--- config.mk ---
export PLATFORM = sky130hd
export DESIGN_NAME = wb_protocol_monitor
export DESIGN_NICKNAME = d
export VERILOG_FILES = /design/src/rtl/wb_protocol_monitor.sv
export SDC_FILE = /design/constraint.sdc
export NUM_CORES = 1
export LEC_CHECK = 0
export BUFFER_PORTS_ARGS = -buffer_cell sky130_fd_sc_hd__buf_2
export CAP_MARGIN = 40
export CORE_ASPECT_RATIO = 0.5
export CORE_MARGIN = 5
export CORE_UTILIZATION = 35
export CTS_CLUSTER_DIAMETER = 50
export DETAILED_ROUTE_END_ITERATION = 12
export GPL_TIMING_DRIVEN = 0
export SETUP_SLACK_MARGIN = 0.4
export SLEW_MARGIN = 40
export SYNTH_ARGS = -nofsm -noshare
export SYNTH_HDL_FRONTEND = slang
export SYNTH_SLANG_ARGS = --single-unit
--- constraint.sdc ---
create_clock -name clk -period 3.9 [get_ports clk]
set_clock_uncertainty 0.15 [all_clocks]
set_input_delay 0.78 -clock clk [delete_from_list [all_inputs] [get_ports clk]]
set_output_delay 0.78 -clock clk [all_outputs]
set_load 0.03 [all_outputs]
--- src/rtl/wb_protocol_monitor.sv ---
// Passive Wishbone B4 pipelined-mode protocol monitor: tracks outstanding requests
// and reports protocol violations as sticky flags, a first-error index and counters.
module wb_protocol_monitor #(
   parameter int unsigned ADR_WIDTH       = 32,
   parameter int unsigned DAT_WIDTH       = 32,
   parameter int unsigned SEL_WIDTH       = DAT_WIDTH / 8,
   parameter int unsigned MAX_OUTSTANDING = 4,
   parameter int unsigned ACK_TIMEOUT     = 16,
   parameter int unsigned CNT_WIDTH       = 16,
   parameter int unsigned ALLOW_MIXED     = 1
) (
   input  logic                                       clk,
   input  logic                                       rst,
   input  logic                                       clear,
   input  logic                                       cyc,
   input  logic                                       stb,
   input  logic                                       we,
   input  logic [ADR_WIDTH-1:0]                       adr,
   input  logic [SEL_WIDTH-1:0]                       sel,
   input  logic [DAT_WIDTH-1:0]                       dat_m,
   input  logic                                       ack,
   input  logic                                       err,
   input  logic                                       stall,
   output logic [7:0]                                 err_flags,
   output logic                                       err_pulse,
   output logic [2:0]                                 err_first,
   output logic                                       err_valid,
   output logic [$clog2(MAX_OUTSTANDING+1)-1:0]       outstanding,
   output logic [CNT_WIDTH-1:0]                       req_cnt,
   output logic [CNT_WIDTH-1:0]                       rsp_cnt
);

   localparam int unsigned OUT_W = $clog2(MAX_OUTSTANDING + 1);
   localparam int unsigned TMR_W = $clog2(ACK_TIMEOUT + 1);
   localparam logic [OUT_W-1:0]     OUT_MAX  = OUT_W'(MAX_OUTSTANDING);
   localparam logic [TMR_W-1:0]     TMR_MAX  = TMR_W'(ACK_TIMEOUT);
   localparam logic [TMR_W-1:0]     TMR_LAST = TMR_W'(ACK_TIMEOUT - 1);
   localparam logic [CNT_WIDTH-1:0] CNT_MAX  = '1;

   logic                 accept;
   logic                 resp;
   logic [7:0]           viol;
   logic [7:0]           new_flags;
   logic [2:0]           first_idx;
   logic [OUT_W-1:0]     out_next;
   logic [TMR_W-1:0]     timer_next;

   logic [TMR_W-1:0]     timer_q;
   logic                 cyc_q;
   logic                 hold_q;
   logic [ADR_WIDTH-1:0] adr_q;
   logic                 we_q;
   logic [SEL_WIDTH-1:0] sel_q;
   logic [DAT_WIDTH-1:0] dat_q;
   logic                 have_we_q;
   logic                 first_we_q;

   assign accept = cyc & stb & ~stall;
   assign resp   = cyc & (ack | err);

   // Violation detection for the current cycle
   always_comb begin
      viol = '0;
`ifdef SYNTHESIS
      viol[0] = 1'b0;
`else
      viol[0] = ((cyc === 1'b1) && $isunknown({stb, stall, ack, err})) ||
                ((stb === 1'b1) && $isunknown({adr, we, sel}));
`endif
      viol[1] = hold_q & (~cyc | ~stb | (adr != adr_q) | (we != we_q) |
                          (sel != sel_q) | (we & (dat_m != dat_q)));
      viol[2] = resp & (outstanding == '0);
      viol[3] = accept & ~resp & (outstanding == OUT_MAX);
      // Fires only on the step into saturation, so once per stalled episode
      viol[4] = ~resp & (outstanding != '0) & (timer_q == TMR_LAST);
      viol[5] = cyc_q & ~cyc & (outstanding != '0);
      viol[6] = cyc & ack & err;
      if (ALLOW_MIXED == 0) begin
         viol[7] = accept & have_we_q & (we != first_we_q);
      end
   end

   assign new_flags = viol & ~err_flags;

   always_comb begin
      first_idx = '0;
      for (int i = 7; i >= 0; i--) begin
         if (viol[i]) first_idx = 3'(i);
      end
   end

   // Outstanding count saturates at both ends; an orphan response cannot underflow it
   always_comb begin
      out_next = outstanding;
      if (!cyc) begin
         out_next = '0;
      end else if (accept && !resp) begin
         if (outstanding != OUT_MAX) out_next = outstanding + OUT_W'(1);
      end else if (resp && !accept) begin
         if (outstanding != '0) out_next = outstanding - OUT_W'(1);
      end
   end

   always_comb begin
      timer_next = timer_q;
      if (resp || outstanding == '0) begin
         timer_next = '0;
      end else if (timer_q != TMR_MAX) begin
         timer_next = timer_q + TMR_W'(1);
      end
   end

   always_ff @(posedge clk or posedge rst) begin
      if (rst) begin
         err_flags   <= '0;
         err_pulse   <= 1'b0;
         err_first   <= '0;
         err_valid   <= 1'b0;
         outstanding <= '0;
         req_cnt     <= '0;
         rsp_cnt     <= '0;
         timer_q     <= '0;
         cyc_q       <= 1'b0;
         hold_q      <= 1'b0;
         adr_q       <= '0;
         we_q        <= 1'b0;
         sel_q       <= '0;
         dat_q       <= '0;
         have_we_q   <= 1'b0;
         first_we_q  <= 1'b0;
      end else begin
         outstanding <= out_next;
         timer_q     <= timer_next;
         cyc_q       <= cyc;
         hold_q      <= cyc & stb & stall;
         adr_q       <= adr;
         we_q        <= we;
         sel_q       <= sel;
         dat_q       <= dat_m;
         if (!cyc) begin
            have_we_q <= 1'b0;
         end else if (accept && !have_we_q) begin
            have_we_q  <= 1'b1;
            first_we_q <= we;
         end

         if (clear) begin
            err_flags <= '0;
            err_pulse <= 1'b0;
            err_first <= '0;
            err_valid <= 1'b0;
            req_cnt   <= '0;
            rsp_cnt   <= '0;
         end else begin
            err_flags <= err_flags | viol;
            err_pulse <= |new_flags;
            if (!err_valid && (|viol)) begin
               err_first <= first_idx;
               err_valid <= 1'b1;
            end
            if (accept && req_cnt != CNT_MAX) req_cnt <= req_cnt + CNT_WIDTH'(1);
            if (resp && rsp_cnt != CNT_MAX) rsp_cnt <= rsp_cnt + CNT_WIDTH'(1);
         end
      end
   end

endmodule

==> out/qor.yml, run 1 <==
viasPerCell: 4.60
cts_setup_buffers: 0
worst_pin_slew_ps: 688
dr.pass1.iters: 4
crit_top_cell: "nand4_1"
drc_errors: 0
ir_drop_v: 0.000338
p_seq_frac: 0.411
p_comb_frac: 0.144
hold_buffers: 0
p_leak_nw: 3.04
ys_seq_area_frac: 0.586
synth-async-reset-ratio: 1.00
cap_violations: 0
postRouteAntennaNets: 0
ys_ff_latch: 122
cp_max_fo: 5
first_global_vias: 3741
synth_cell_type_count: 47
clkSlewWorstSetupHoldPaths_ps: 60
crit_required_ps: 3990
crit_type: "primary input to register"
antenna_cells: 0
htreeDepth: 4
hold_viol_final: 0
p_sw_w: 0.000936
final_layout_size_suffix_gt1_frac: 0.285
cts-resized-gates: 0
synthAdderAreaFrac: 0.0159
cp_slowest_cell: "o21ai_0"
drv_slew: 0
top_usage_layer: "met2"
boundaryPins: 125
yosysTopAreaCell: "dfrtp_1"
grt_overflow: 0
synth_edf_count: 0
cp-start-kind: "primary input"
dp_hpwl_mm: 8.84
power_density_nw_per_um2: 506
synth_compound_area_frac: 0.0526
postSynthCellCount: 451
fp.dieH_um: 96.3
hold_path.class: "primary input to async pin"
end_kind: "register"
std_cell_rows: 31
synth_common_cells: "dfrtp_1 (122), xnor2_1 (76), nor2_1 (50)"
grtUsageMet1: 0.181
fin_area_um2: 6760
core_area_um2: 14500
hold_ws_ps: 219
synthTopCellsByArea: "dfrtp_1 (59%), xnor2_1 (13%), xor2_1 (3.7%), nor2_1 (3.6%), nand4_1 (3.2%)"
port-buffer-count: 121
cts_tree: "built"
syn_area_per_cell_um2: 11.5
period_share: 0.636
vias: 3718
dieWidth_um: 183
max_freq_ghz: 0.403
start_util: 0.359
syn-cell-area_um2: 5210
wl_mm: 11.6
insertion_delay_ps: 410
cts_buffers: 17
grtUsageMet3: 0.0434
p_sw_frac: 0.274
cts.sinks: 122
synth_most_common_cell: "dfrtp_1"
yosysTopAreaCellShare: 0.586
synthXorXnorAreaFrac: 0.165
fin_setup_tns_ps: 0
path_buf_inv: 1
cts_root_buffer: "clkbuf_16"
num-nets-final: 680
dieArea_um2: 17600
synth_mux_area_frac: 0.00384
status: "completed"
path_cells: "buf_2, xnor2_1, nand4_1, nor4_1, nand4_1, o21ai_0, a221oi_1"
drt_iter0_drc: 145
drt-wirelength-per-cell_um: 14.3
synth-simple-area-share: 0.153
placed_cell_area_um2: 6180
arrival_ps: 2570
synth_flop_cell: "dfrtp_1"
synth_top_family_by_area: "XOR/XNOR gates"
fin_crit_ps: 2480
clk_path_buf_depth: 2
gp_congestion: 0.772
grt.met2_usage: 0.223
pwr-share-clk: 0.445
relSlewSlack: 0.538
setup-violations-final: 0
grtUsageTotal: 0.139
grt_first_pass_wirelength_mm: 19.1
antenna_found_initial: 0
rsz0062_at_grt: "no"
max_stage_delay_ps: 550
area_delta_synth_final_pct: 29.9
cp_top_family: "simple AND/OR/NAND/NOR gates"
p_int_w: 0.00249
grt_max_degree: 26
yosysWarnings: 0
[path summary, 6_finish.rpt]
| path | depth (start not counted) | startpoint | slack (ps) | to |
|---|---|---|---|---|
| min | 2 | rst | 220 | adr_q[19] |
| max in group asynchronous | 4 | rst | 2730 | dat_q[15] |
| max reg2reg | 9 | timer_q[0] | 1500 | err_first[0] |
| min in group clk | 1 | dat_m[2] | 350 | dat_q[2] |
| max | 7 | adr[17] | 1420 | err_first[0] |
| min reg2reg | 2 | err_flags[6] | 380 | err_flags[6] |
[state kept, by name, indices dropped and copies added, names as in the netlist]
signal,cells
dat_q,32
err_flags,6
err_pulse,1
adr_q,32
timer_q,5
hold_q,1
req_cnt,16
we_q,1
err_first,3
rsp_cnt,16
outstanding,3
sel_q,4
err_valid,1
cyc_q,1
[metrics by stage]
| step | worst slack (ps) | std cells | power (W) | utilization |
|---|---|---|---|---|
| 6_report | 1420 | 808 | 0.00342 | 0.466 |
| 5_1_grt | 1120 | 808 | 0.00358 | 0.466 |
| 4_1_cts | 1360 | 808 | 0.00347 | 0.466 |
| 3_5_place_dp | 931 | 776 | 0.00192 | 0.426 |
| 3_3_place_gp | 615 | 771 | 0.00190 | 0.418 |
| 2_1_floorplan | 1470 | 452 | 0.00175 | - |
[power groups by stage]
stage          sequential [W]  clock [W]  combinational (W)
2_1_floorplan         0.00148          0           0.000269
3_3_place_gp          0.00142          0           0.000475
3_5_place_dp          0.00143          0           0.000498
4_1_cts               0.00140    0.00156           0.000503
5_1_grt               0.00141    0.00162           0.000548
6_report              0.00140    0.00152           0.000494
[layer usage]
metal / share of wire / up-vias
met5: 0 / -
met4: 0.011 / 0
met3: 0.052 / 13
met2: 0.49 / 73
met1: 0.45 / 1801
li1: - / 1831
[final cells by class]
type | count | area [um^2]
Fill cell | 1365 | 7740
Sequential cell | 122 | 3050
Multi-Input combinational cell | 301 | 2040
Timing Repair Buffer | 126 | 721
Clock buffer | 17 | 425
Tap cell | 198 | 248
Clock inverter | 15 | 154
Inverter | 18 | 71.3
Buffer | 11 | 55.1
[cell families after synthesis]
group           Yosys count
other cells               1
simple gates            149
xor+xnor                 98
flops                   122
buf+inv                  29
fa+ha+maj                 6
mux                       2
compound gates           44
[cell usage in the layout, fill, tap and decap left out, types with 4 or more instances in the layout]
cell type     n
xor2_1       22
nor2_1       50
clkbuf_16    17
nor3_1       11
or3_1         7
and3_1        4
inv_1        17
buf_2       123
dfrtp_1     122
ha_1          5
o21ai_0      11
xnor2_1      76
nand3_1      11
nand4_1      27
clkbuf_1      5
clkinvlp_4    8
nand2_1      20
a21oi_1      16
nor4_1        8
(Power assumes the default switching activity.)
==> inputs of run 2 (changes only) <==
- clock period: 3.9 -> 2.42 ns (I/O delays scaled with it)
==> run 2 against run 1 <==
Design area is 5.3% higher. Largest cell class unchanged. Routed wire length is 3.0% higher. First-iteration DRC count stayed put. Total power is 65% higher. Register-to-register slack worse by 1200 ps. Critical endpoint unchanged. Clock power is 66% higher. Core utilization is 2.5 points higher. Flip-flop and latch count stayed put. Via count is 1.8% higher. Die area stayed put. Setup slack worse by 1100 ps.
==> out/qor.yml, run 2 (same netlist as run 1, synthesis figures left out) <==
antenna_cells: 0
hold_path.class: "primary input to register"
layout_commonest_cell: "buf_2"
wl_mm: 11.9
final_layout_size_suffix_gt1_frac: 0.350
grt_first_pass_wirelength_mm: 19.3
hp-start: "cyc"
cts_root_buffer: "clkbuf_16"
end_kind: "register"
final_cell_mix: "buf_2 (123), dfrtp_1 (113), xnor2_1 (75), nor2_1 (50), nand4_1 (27)"
multiInputGateArea_um2: 2210
arrival_ps: 2240
drv_slew: 0
boundaryPins: 125
vias: 3786
top_usage_layer: "met2"
seq_area_um2: 3060
p_int_w: 0.00418
dp_hpwl_mm: 9.06
crit_required_ps: 2580
grt.met2_usage: 0.224
postRouteAntennaNets: 0
port-buffer-count: 121
reg_top3: "adr_q: 32 flops, dat_q: 32 flops"
p_sw_frac: 0.261
cts_buffers: 17
gp_congestion: 0.781
viasPerCell: 4.59
p_total_w: 0.00566
grt_max_degree: 26
p_sw_w: 0.00148
grtUsageMet3: 0.0400
dr.pass1.iters: 4
drt_iter0_drc: 145
max_freq_ghz: 0.480
reg2reg_from: "timer_q[0]"
fp.dieH_um: 96.3
drt-wirelength-per-cell_um: 14.5
p_comb_frac: 0.154
holdPathEnd: "cyc_q"
r2r_cells: 9
antenna_found_initial: 1
p_seq_frac: 0.399
worst_pin_slew_ps: 638
n_fill_cell: 1343
status: "completed"
hold_viol_final: 0
area_delta_synth_final_pct: 36.8
dieArea_um2: 17600
power_density_nw_per_um2: 795
dieWidth_um: 183
clkSlewWorstSetupHoldPaths_ps: 50
start_util: 0.359
first_global_vias: 3740
cp_max_fo: 4
core_area_um2: 14500
hold_depth: 1
cp-start-kind: "register"
pwr-share-clk: 0.447
cts.sinks: 122
p_leak_nw: 3.19
rsz0062_at_grt: "yes"
period_share: 0.861
r2r_slack_ps: 340
cap_violations: 0
place_ws_ps: -259
relSlewSlack: 0.571
fin_crit_ps: 2080
htreeDepth: 4
std_cell_rows: 31
grt_overflow: 0
drc_errors: 0
cts_tree: "built"
clk_path_buf_depth: 2
timing.final.ws_setup_ps: 335
grtUsageMet1: 0.183
grtUsageTotal: 0.141
ir_drop_v: 0.000498
r2r_end: "err_first[0]"
crit_type: "register to register"
num-nets-final: 697
setup-violations-final: 0
insertion_delay_ps: 410
[run 2: metal layers]
| metal | share of wire | wire (um) |
|---|---|---|
| met1 | 0.46 | 5500 |
| met4 | 0.016 | 187 |
| met3 | 0.046 | 548 |
| met5 | 0.00059 | 7 |
| met2 | 0.48 | 5680 |
[run 2: metrics by stage]
| stage | hold WS (ps) | std cells | cell area [um^2] | TNS, ps | util |
|---|---|---|---|---|---|
| global placement | 365 | 771 | 6140 | -73060 | 0.423 |
| floorplan | 365 | 452 | 5280 | 0 | - |
| CTS | 39.5 | 819 | 7030 | 0 | 0.485 |
| detailed placement | 328 | 777 | 6280 | -1160 | 0.433 |
| global route | 39.9 | 824 | 7120 | 0 | 0.491 |
| finish | 54.3 | 824 | 7120 | 0 | 0.491 |
[run 2: power by group through the flow]
stage               clock network, W  registers, W  logic [W]
floorplan                          0       0.00239   0.000442
global placement                   0       0.00230   0.000776
detailed placement                 0       0.00230   0.000819
CTS                          0.00260       0.00226   0.000871
global route                 0.00269       0.00227   0.000975
finish                       0.00253       0.00226   0.000871
[run 2: worst max-delay path by stage]
| stage | from | endpoint | slack, ps | cells past startpoint |
|---|---|---|---|---|
| 5_1_grt | timer_q[0] | err_first[0] | 260 | 9 |
| 6_report | timer_q[0] | err_first[0] | 340 | 9 |
| 3_3_place_gp | rst | rsp_cnt[4] | -770 | 2 |
| 4_1_cts | timer_q[0] | err_first[0] | 330 | 9 |
| 2_1_floorplan | rst | req_cnt[0] | 160 | 1 |
| 3_5_place_dp | adr[19] | err_flags[1] | -260 | 7 |
[run 2: worst max-delay path, cell delays in order (launching register included)]
cell and delay [ps]:
dfrtp_1 380, ha_2 190, and3_4 180, ha_4 160, nor2_1 90, o2bb2ai_1 80, a21oi_2 200, a21oi_1 100
o221a_2 250, a221oi_2 230
[run 2: layout make-up]
| cell class | instances | share of cell area |
|---|---|---|
| Multi-Input combinational cell | 301 | 0.311 |
| Clock buffer | 20 | 0.0627 |
| Clock inverter | 11 | 0.0209 |
| Sequential cell | 122 | 0.430 |
| Timing Repair Buffer | 143 | 0.122 |
| Tap cell | 198 | 0.0348 |
| Inverter | 18 | 0.0100 |
| Buffer | 11 | 0.00861 |
[run 2: timing repair]
item,in CTS,in global routing
resized for setup,13,13
pin swaps,7,12
hold buffers,1,0
setup endpoints to repair,15,29
cloned,1,0
hold endpoints to repair,8,0
buffers inserted,9,5
